<file path="config.mk">
export PLATFORM = sky130hd
export DESIGN_NAME = mssd_tx_sched
export DESIGN_NICKNAME = d
export VERILOG_FILES = /design/src/rtl/mssd_pkg.sv /design/src/rtl/rr_arbiter4.sv /design/src/rtl/mssd_tx_sched.sv
export SDC_FILE = /design/constraint.sdc
export NUM_CORES = 1
export LEC_CHECK = 0
export ABC_AREA = 0
export BUFFER_PORTS_ARGS = -buffer_cell sky130_fd_sc_hd__buf_2
export CORE_MARGIN = 2
export CORE_UTILIZATION = 55
export DETAILED_ROUTE_END_ITERATION = 7
export PLACE_DENSITY = 0.86
export SLEW_MARGIN = 20
export SYNTH_ARGS = -nofsm -noshare
export SYNTH_HDL_FRONTEND = slang
export SYNTH_SLANG_ARGS = --single-unit
</file>
<file path="constraint.sdc">
create_clock -name clk -period 7.2 [get_ports clk]
set_clock_uncertainty 0.05 [all_clocks]
set_input_delay 1.44 -clock clk [delete_from_list [all_inputs] [get_ports clk]]
set_output_delay 1.44 -clock clk [all_outputs]
set_load 0.05 [all_outputs]
</file>
<file path="src/rtl/mssd_pkg.sv">
// mssd_pkg: shared definitions for the MSSD transmit scheduler.
//   - mssd_state_e : transmit FSM states (ST_PARITY is only reached when
//                    the MSSD_PARITY_EN macro is defined)
//   - field widths and frame lengths for both build variants
//   - helper functions: one-hot to index, even parity over a frame
package mssd_pkg;

  localparam int MSSD_N_REQ         = 4;
  localparam int MSSD_PN_W          = 2;
  localparam int MSSD_DATA_W        = 4;
  // Cycles from START through STOP, without and with the parity bit.
  localparam int MSSD_FRAME_LEN     = 8;
  localparam int MSSD_FRAME_LEN_PAR = 9;

  typedef enum logic [2:0] {
    ST_IDLE   = 3'd0,
    ST_START  = 3'd1,
    ST_PORT   = 3'd2,
    ST_DATA   = 3'd3,
    ST_PARITY = 3'd4,
    ST_STOP   = 3'd5
  } mssd_state_e;

  // Index of the set bit in a one-hot 4-bit vector (0 when none is set).
  function automatic logic [MSSD_PN_W-1:0] mssd_onehot_to_idx(
    input logic [MSSD_N_REQ-1:0] oh
  );
    logic [MSSD_PN_W-1:0] idx;
    idx = 2'd0;
    for (int i = 0; i < MSSD_N_REQ; i++) begin
      if (oh[i]) begin
        idx = 2'(i);
      end
    end
    return idx;
  endfunction

  // Even parity bit over port number and payload: XOR of all six bits.
  function automatic logic mssd_even_parity(
    input logic [MSSD_PN_W-1:0]   pn,
    input logic [MSSD_DATA_W-1:0] payload
  );
    return ^{pn, payload};
  endfunction

endpackage

</file>
<file path="src/rtl/rr_arbiter4.sv">
// rr_arbiter4: combinational 4-way round-robin pick.
//   req   - request vector, one bit per requester
//   ptr   - last winner; the search starts at ptr+1 and wraps 3 -> 0
//   gnt   - one-hot winner (all zero when no request)
//   valid - high when any request was found
// The pointer register itself lives in the instantiating block.
module rr_arbiter4
  import mssd_pkg::*;
(
  input  logic [MSSD_N_REQ-1:0] req,
  input  logic [MSSD_PN_W-1:0]  ptr,
  output logic [MSSD_N_REQ-1:0] gnt,
  output logic                  valid
);

  logic [MSSD_PN_W-1:0] idx_s;

  // Walk the four positions after the pointer; the first requester found wins.
  always_comb begin
    gnt   = 4'b0000;
    valid = 1'b0;
    idx_s = 2'd0;
    for (int off = 1; off <= MSSD_N_REQ; off++) begin
      // off = 4 truncates to 0, so the last winner is checked last.
      idx_s = ptr + 2'(off);
      if (!valid && req[idx_s]) begin
        gnt[idx_s] = 1'b1;
        valid      = 1'b1;
      end else begin
        gnt = gnt;
      end
    end
  end

endmodule

</file>
<file path="src/rtl/mssd_tx_sched.sv">
// mssd_tx_sched: round-robin transmit scheduler for the MSSD serial line.
// Four requesters share one line; each granted payload goes out as
//   start(0), port number (2b, MSB first), payload (4b, MSB first),
//   [even parity, MSSD_PARITY_EN builds only], stop(1).
// Ports:
//   clk  - rising-edge clock
//   rst  - asynchronous active-high reset
//   req  - level-sensitive requests, sampled only while idle
//   data - payloads, requester i on data[4i+3:4i], captured at grant
//   gnt  - one-hot, one-cycle pulse in the START cycle of the granted frame
//   sout - serial line, idles high
//   busy - high from START through STOP
//   done - one-cycle pulse during STOP
// Build option: define MSSD_PARITY_EN to add the PARITY bit after DATA.
module mssd_tx_sched
  import mssd_pkg::*;
#(
  parameter int N_REQ  = 4,
  parameter int DATA_W = 4
) (
  input  logic                      clk,
  input  logic                      rst,
  input  logic [N_REQ-1:0]          req,
  input  logic [N_REQ*DATA_W-1:0]   data,
  output logic [N_REQ-1:0]          gnt,
  output logic                      sout,
  output logic                      busy,
  output logic                      done
);

  mssd_state_e         state_r, state_nxt_s;
  logic [1:0]          bit_cnt_r, bit_cnt_nxt_s;
  // Pointer holds the last winner, which is also the port number of the
  // frame in flight.
  logic [MSSD_PN_W-1:0]   ptr_r, ptr_nxt_s;
  logic [DATA_W-1:0]      payload_r, payload_nxt_s;
  logic [N_REQ-1:0]       gnt_nxt_s;
  logic                   sout_nxt_s;
  logic                   busy_nxt_s;
  logic                   done_nxt_s;

  logic [N_REQ-1:0]       arb_gnt_s;
  logic                   arb_valid_s;

  rr_arbiter4 u_arb (
    .req   (req),
    .ptr   (ptr_r),
    .gnt   (arb_gnt_s),
    .valid (arb_valid_s)
  );

  // Next-state and next-output logic; outputs are registered, so each
  // branch produces the line value for the state being entered.
  always_comb begin
    state_nxt_s   = state_r;
    bit_cnt_nxt_s = bit_cnt_r;
    ptr_nxt_s     = ptr_r;
    payload_nxt_s = payload_r;
    gnt_nxt_s     = '0;
    sout_nxt_s    = 1'b1;
    busy_nxt_s    = 1'b0;
    done_nxt_s    = 1'b0;

    case (state_r)
      ST_IDLE: begin
        if (arb_valid_s) begin
          state_nxt_s = ST_START;
          ptr_nxt_s   = mssd_onehot_to_idx(arb_gnt_s);
          gnt_nxt_s   = arb_gnt_s;
          sout_nxt_s  = 1'b0;
          busy_nxt_s  = 1'b1;
          for (int i = 0; i < N_REQ; i++) begin
            if (arb_gnt_s[i]) begin
              payload_nxt_s = data[i*DATA_W +: DATA_W];
            end else begin
              payload_nxt_s = payload_nxt_s;
            end
          end
        end else begin
          state_nxt_s = ST_IDLE;
        end
      end

      ST_START: begin
        state_nxt_s   = ST_PORT;
        bit_cnt_nxt_s = 2'd1;
        sout_nxt_s    = ptr_r[1];
        busy_nxt_s    = 1'b1;
      end

      ST_PORT: begin
        busy_nxt_s = 1'b1;
        if (bit_cnt_r == 2'd0) begin
          state_nxt_s   = ST_DATA;
          bit_cnt_nxt_s = 2'd3;
          sout_nxt_s    = payload_r[3];
        end else begin
          bit_cnt_nxt_s = bit_cnt_r - 2'd1;
          sout_nxt_s    = ptr_r[bit_cnt_r - 2'd1];
        end
      end

      ST_DATA: begin
        busy_nxt_s = 1'b1;
        if (bit_cnt_r == 2'd0) begin
`ifdef MSSD_PARITY_EN
          state_nxt_s = ST_PARITY;
          sout_nxt_s  = mssd_even_parity(ptr_r, payload_r);
`else
          state_nxt_s = ST_STOP;
          sout_nxt_s  = 1'b1;
          done_nxt_s  = 1'b1;
`endif
        end else begin
          bit_cnt_nxt_s = bit_cnt_r - 2'd1;
          sout_nxt_s    = payload_r[bit_cnt_r - 2'd1];
        end
      end

`ifdef MSSD_PARITY_EN
      ST_PARITY: begin
        state_nxt_s = ST_STOP;
        sout_nxt_s  = 1'b1;
        busy_nxt_s  = 1'b1;
        done_nxt_s  = 1'b1;
      end
`endif

      ST_STOP: begin
        // Always return through IDLE so frames are separated by a high bit.
        state_nxt_s = ST_IDLE;
        sout_nxt_s  = 1'b1;
      end

      default: begin
        state_nxt_s   = ST_IDLE;
        bit_cnt_nxt_s = 2'd0;
        sout_nxt_s    = 1'b1;
      end
    endcase
  end

  // State, datapath and output registers; reset forces the line high at once.
  always_ff @(posedge clk or posedge rst) begin
    if (rst) begin
      state_r   <= ST_IDLE;
      bit_cnt_r <= 2'd0;
      ptr_r     <= 2'd3;
      payload_r <= '0;
      gnt       <= '0;
      sout      <= 1'b1;
      busy      <= 1'b0;
      done      <= 1'b0;
    end else begin
      state_r   <= state_nxt_s;
      bit_cnt_r <= bit_cnt_nxt_s;
      ptr_r     <= ptr_nxt_s;
      payload_r <= payload_nxt_s;
      gnt       <= gnt_nxt_s;
      sout      <= sout_nxt_s;
      busy      <= busy_nxt_s;
      done      <= done_nxt_s;
    end
  end

endmodule

</file>
# [After elaboration in Yosys (flattened, before gate mapping)]
# Cells that the tools add are included.
[op_classes] add_sub_neg=4 order_cmp=10 n_eq_ne=7 mux=52 bitwise=4 reduce_logical=19
[op_table] operator="2-to-1 mux 4 bit" count=10
[op_table] operator="2-to-1 mux 1 bit" count=23
[op_table] operator="< comparator 2 x 3 -> 1 bit, second input constant" count=5
[op_table] operator="bitwise OR 4 bit" count=3
[op_table] operator="one-hot mux 3 bit (4 select lines)" count=1
[op_table] operator="binary-select mux 1 bit (select 2 bit)" count=5
[op_table] operator="demux 1 bit (select 2 bit)" count=4
[op_table] operator="greater-or-equal comparator 2 x 1 -> 1 bit, second input constant" count=4
[op_table] operator="2-to-1 mux 2 bit" count=4
[op_table] operator="one-hot mux 2 bit (4 select lines)" count=1
[op_table] operator="logical AND 1 bit" count=7
[op_table] operator="equality test 3 x 2 -> 1 bit, second input constant" count=2
[op_table] operator="2-to-1 mux 3 bit" count=2
[op_table] operator="inequality test 2 bit, second input constant" count=3
[op_table] operator="AND reduction 2 bit" count=3
[op_table] operator="adder 2 bit, second input constant" count=2
[op_table] operator="one-hot mux 1 bit (4 select lines)" count=1
[op_table] operator="nonzero test 4 bit" count=1
[op_table] operator="equality test 3 x 1 -> 1 bit, second input constant" count=1
[op_table] operator="equality test 3 bit, second input constant" count=1
[op_table] operator="zero test 1 bit" count=3
[op_table] operator="zero test 3 bit" count=1
[op_table] operator="AND reduction 3 bit" count=1
[op_table] operator="OR reduction 3 bit" count=1
[op_table] operator="7 further kinds" count=7
[word_totals] regBits=18

# [Logic depth before layout (Yosys ltp)]
[logic_depth] ltp_word=17 depth_mapped=10

# [Cells and area by module]
# Synthesis repeated with hierarchy kept, for this count alone.
[hier_totals] cells_unflattened=142 hier_area_um2=1405.1
[modules_own_cells] module="mssd_tx_sched" instances=1 cells_per_inst=94 area_each_um2=989.7 seq_area_each_um2=454.2
[modules_own_cells] module="rr_arbiter4" instances=1 cells_per_inst=48 area_each_um2=415.4 seq_area_each_um2=0.0

# [Worst setup path before layout]
# Ideal clock, no wire load.
[synth_timing] kind="input port to flip-flop" startpoint="in req[2]" endpoint="reg payload_r[1]" t_arrival_ps=3012 required_time_ps=7012 setup_slack_ps=4000 cell_stages=6 path_buffers=0 path_cell_list="mux4_2 > nor4b_4 > nand2_2 > and3_1 > o311ai_1 > a32oi_1"
[synth_between] elab_chain_cells=15
[synth_rtl] item="from (decl)" line_no="mssd_tx_sched.sv:23" source="input logic [N_REQ-1:0] req,"
[synth_rtl] item="binary-select mux 1 bit (select 2 bit)" line_no="rr_arbiter4.sv:26" source="if (!valid && req[idx_s]) begin"
[synth_rtl] item="2-to-1 mux 1 bit (implied by the code)" line_no="rr_arbiter4.sv:26"
[synth_rtl] item="2-to-1 mux 1 bit" line_no="rr_arbiter4.sv:26"
[synth_rtl] item="zero test 1 bit" line_no="rr_arbiter4.sv:26"
[synth_rtl] item="logical AND 1 bit" line_no="rr_arbiter4.sv:26"
[synth_rtl] item="2-to-1 mux 1 bit" line_no="rr_arbiter4.sv:26"
[synth_rtl] item="zero test 1 bit" line_no="rr_arbiter4.sv:26"
[synth_rtl] item="logical AND 1 bit" line_no="rr_arbiter4.sv:26"
[synth_rtl] item="2-to-1 mux 1 bit" line_no="rr_arbiter4.sv:26"
[synth_rtl] item="zero test 1 bit" line_no="rr_arbiter4.sv:26"
[synth_rtl] item="logical AND 1 bit" line_no="rr_arbiter4.sv:26"
[synth_rtl] item="2-to-1 mux 4 bit" line_no="rr_arbiter4.sv:26"
[synth_rtl] item="2-to-1 mux 4 bit (3 in series)" line_no="mssd_tx_sched.sv:73" source="if (arb_gnt_s[i]) begin"
[synth_rtl] item="to (signal assigned)" line_no="mssd_tx_sched.sv:158" source="payload_r <= payload_nxt_s;"
[synth_rtl] item="to (decl)" line_no="mssd_tx_sched.sv:36" source="logic [DATA_W-1:0] payload_r, payload_nxt_s;"
# Parallel ways exist; a longest one is shown, timed or not. The select of a mux whose other input is x is not followed.
# A chain may end at the register's enable or synchronous reset.

# [Worst setup path in the final report]
[layout_timing] startpoint="in req[1]" endpoint="reg payload_r[3]"
# Same word-level chain as after synthesis.

==> tab_implementation.tex <==
\begin{tabular}{lr}
\hline
Metric & Value \\
\hline
\multicolumn{2}{l}{\textbf{Outcome}} \\
Run status & completed \\
\multicolumn{2}{l}{\textbf{Floorplanning}} \\
Top-level I/O count & 29 \\
Standard-cell rows & 18 \\
Die Footprint & between 2000 and 3000 µm² \\
Vertical extent of the die & 54.55 µm \\
Core ar. & 2455 µm² \\
Chip width & 54.55 µm \\
Starting Density & a little under three fifths \\
\multicolumn{2}{l}{\textbf{Drt}} \\
Total via count in the routed design & $\sim$1200 \\
Via density & 6.010 \\
Drt pass-1 iters & 4 \\
Detailed-route wire length & $\sim$2800 µm \\
Remaining antenna violation count after routing & 0 \\
Remaining DRCs & 0 \\
Wirelength per Cell & 14.14 µm \\
Detailed router's first-iteration violation count & 36 \\
\multicolumn{2}{l}{\textbf{Synthesis}} \\
Mean post-synth cell area & 9.965 µm² \\
Most used standard cells in the synthesized netlist & 15 x sky130\_fd\_sc\_hd\_\_dfrtp\_1, 15 x sky130\_fd\_sc\_hd\_\_inv\_1, 12 x sky130\_fd\_sc\_hd\_\_a21oi\_1, 9 x sky130\_fd\_sc\_hd\_\_ha\_1, 8 x sky130\_fd\_sc\_hd\_\_nand2\_1 \\
Simple-gate share of the synthesized area & 16.83\% \\
Synth cell types & 39 \\
Number of warning messages in the yosys log & 0 \\
Xor/xnor cell area share of the yosys netlist & 0\% \\
Syn Std Cell Area & approximately 1400 µm² \\
Top cells by area in the synthesized netlist & sky130\_fd\_sc\_hd\_\_dfrtp\_1 27\%, sky130\_fd\_sc\_hd\_\_ha\_1 8.0\%, sky130\_fd\_sc\_hd\_\_mux4\_2 6.4\% \\
Top cell type by total area after synthesis & sky130\_fd\_sc\_hd\_\_dfrtp\_1 \\
Combinational family with the most area after synthesis & compound AO/OA/AOI/OAI gates \\
Fraction of synthesis flops using an asynchronous set or reset pin & 100.0\% \\
Post-Synthesis Net Count & roughly 170 \\
Synth Area in Adders & 8.014\% \\
Count of state elements after synthesis & 18 \\
Area share of the largest cell type after synthesis & 26.71\% \\
Compound-gate portion of the synthesized area & between 20\% and 30\% \\
Leading register cell type out of synthesis & sky130\_fd\_sc\_hd\_\_dfrtp\_1 \\
Sequential element share of the synthesized area & 32.32\% \\
EDFF count, synth & 0 \\
Proportion of synthesized area in mux cells & 9.706\% \\
Synthesized netlist cell count & 141 \\
\multicolumn{2}{l}{\textbf{Clock tree}} \\
Clock tree buffer depth & 2 \\
CTS tree & yes \\
Count of instances resized after the clock tree is built & 0 \\
Post-CTS Hold Buffers & 0 \\
Clock tree root buffer cell & sky130\_fd\_sc\_hd\_\_clkbuf\_4 \\
Clock tree sinks & 18 \\
Setup fix buffers added after clock tree synthesis & 0 \\
H-tree depth & 1 \\
Skew-Pair Late Insertion Delay & 0.30 ns \\
Clock transition at path regs & 0.09 ns \\
Number of buffers added by the clock tree synthesis step & 3 \\
\multicolumn{2}{l}{\textbf{Timing}} \\
Tightest slew margin relative to the limit & 56.41\% \\
Endpoints failing hold & 0 \\
Slew at the pin closest to its max-slew limit & 0.6531 ns \\
Max-slew violation total from the final report & 0 \\
Peak Freq & $\sim$280 MHz \\
Setup\_tns & 0 ns \\
Final clock period utilization by the worst path & 49.17\% \\
Final setup slack of the worst path & 3.660 ns \\
Min Tclk post-route & 3.540 ns \\
Final-report setup violation count & 0 \\
Final-layout worst hold slack & 0.4822 ns \\
RSZ-0062 raised after global routing & no \\
\multicolumn{2}{l}{\textbf{Global routing}} \\
Number of antenna violations at the first check in global routing & 0 \\
Wire length of the first global-routing pass & 4609 µm \\
Met3 routing resource usage after global routing & 5.738\% \\
Vias in the first global route & 1090 \\
Met2 track utilization from global routing & 36.75\% \\
Pin count of the biggest net entering global routing & 19 \\
Global routing usage on met1 & 25.95\% \\
Congestion Overflow GR & 0 \\
Global-route usage over all layers & between 20\% and 30\% \\
Busiest metal layer after global routing & met2 \\
\multicolumn{2}{l}{\textbf{Job}} \\
Max-cap violations & 0 \\
\multicolumn{2}{l}{\textbf{Placed design}} \\
Final weighted congestion in routability-driven placement & 0.8770 \\
Post-DP Area & about 1500 µm² \\
Port buffer count & 28 \\
Worst slack, placed & 3.369 ns \\
DP HPWL & 2132 µm \\
\multicolumn{2}{l}{\textbf{Min path}} \\
Class of the worst hold path & register to register \\
\multicolumn{2}{l}{\textbf{Setup path}} \\
Highest fanout seen on the critical path & 11 \\
Type of destination of the critical path & register \\
Data arrival time of the worst path & roughly 3.7 ns \\
Critical setup path kind & input port to register \\
Slowest stage cell on the critical path & sky130\_fd\_sc\_hd\_\_mux4\_2 \\
Worst-path cell chain & buf\_2, mux4\_2, a21o\_2, o22ai\_1, a21boi\_0, o311ai\_1, a32oi\_1 \\
Critical path startpoint category & input port \\
CP peak stage delay & 0.60 ns \\
Setup slack of the worst register-to-register path & 3.95 ns \\
Endpoint required time on the critical path & between 7 and 8 ns \\
\multicolumn{2}{l}{\textbf{Power}} \\
Maximum vdd drop & approximately 0.41 mV \\
Leakage Power & 0.7406 nW \\
Post-layout power & 0.0008243 W \\
Power density cells & 535.2 nW/µm² \\
\multicolumn{2}{l}{\textbf{Final layout}} \\
Area growth syn-to-layout & 9.617\% \\
Post-route cell area & $\sim$1500 µm² \\
Antenna Cells & 0 \\
Proportion of layout cells with a drive suffix above 1 & 29.70\% \\
Number of nets in the finished design & 197 \\
\hline
\end{tabular}
[worst max-delay path, delay by kind of cell]
kind / cells / cell delay, ns
multiplexers: 1 / 0.60
buffers and inverters: 1 / 0.12
AO/OA/AOI/OAI: 5 / 1.49
[logic make-up after synthesis]
group	count (synthesis)
AOI/OAI and AO/OA	46
adders and majority gates	9
buffers and inverters	23
DFF	18
muxes	7
and+or+nand+nor	38
[cell type report]
cell class | instances | area (µm²)
Tap cell | 30 | 37.54
Timing Repair Buffer | 28 | 140.1
Multi-Input combinational cell | 100 | 825.8
Clock buffer | 4 | 26.28
Sequential cell | 18 | 454.2
Inverter | 15 | 56.30
Fill cell | 196 | 914.6
[final timing paths]
check                                           endpoint  depth (start not counted)                startpoint
min in group asynchronous       bit_cnt_r[1]$_DFFE_PP0P_                          2                       rst
worst max-delay path            payload_r[3]$_DFFE_PP0P_                          7                    req[1]
worst min-delay path            payload_r[1]$_DFFE_PP0P_                          2  payload_r[1]$_DFFE_PP0P_
worst max register to register  payload_r[3]$_DFFE_PP0P_                          8      ptr_r[0]$_DFFE_PP1P_
max in group asynchronous       payload_r[0]$_DFFE_PP0P_                          2                       rst
worst min register to register  payload_r[1]$_DFFE_PP0P_                          2  payload_r[1]$_DFFE_PP0P_
[sequential cells by signal, indices dropped and copies added (netlist names)]
signal and cells:
gnt 4, payload_r 4, state_r 3, bit_cnt_r 2
ptr_r 2, busy 1, done 1, sout 1
[cells in the final DEF, fill, tap and decap left out, types with 2 or more instances in the layout]
master,netlist,layout
sky130_fd_sc_hd__o311ai_1,4,4
sky130_fd_sc_hd__ha_1,9,9
sky130_fd_sc_hd__nor3_1,2,2
sky130_fd_sc_hd__dfrtp_1,15,15
sky130_fd_sc_hd__clkbuf_4,0,3
sky130_fd_sc_hd__nor2_1,6,6
sky130_fd_sc_hd__a32oi_1,4,4
sky130_fd_sc_hd__nor3b_1,5,5
sky130_fd_sc_hd__o22ai_1,4,4
sky130_fd_sc_hd__and3_1,6,6
sky130_fd_sc_hd__nand2_1,8,8
sky130_fd_sc_hd__o311ai_0,2,2
sky130_fd_sc_hd__mux2i_1,2,2
sky130_fd_sc_hd__a21oi_1,12,12
sky130_fd_sc_hd__a21boi_0,4,4
sky130_fd_sc_hd__a21o_2,3,3
sky130_fd_sc_hd__buf_2,1,28
sky130_fd_sc_hd__inv_1,15,15
sky130_fd_sc_hd__mux4_2,4,4
sky130_fd_sc_hd__dfstp_2,3,3
sky130_fd_sc_hd__o21bai_1,4,4
sky130_fd_sc_hd__o21ai_0,6,6
[routing by layer]
layer / vias to the layer above / wire [µm]
met1: 547 / 1189
met3: 5 / 188
met2: 52 / 1352
met4: 0 / 28
li1: 568 / -
met5: - / 0
[power breakdown]
| part | switching [W] | internal [W] |
|---|---|---|
| clock | 0.0000296 | 0.0000216 |
| combinational | 0.000335 | 0.000235 |
| sequential | 0.0000488 | 0.000154 |
[stage by stage]
step	utilization, %	cells
floorplan	-	141
global placement	61.67	191
detailed placement	61.67	191
CTS	62.74	195
global route	62.74	195
finish	62.74	195
Note: power is estimated with default switching activity, not from simulation.
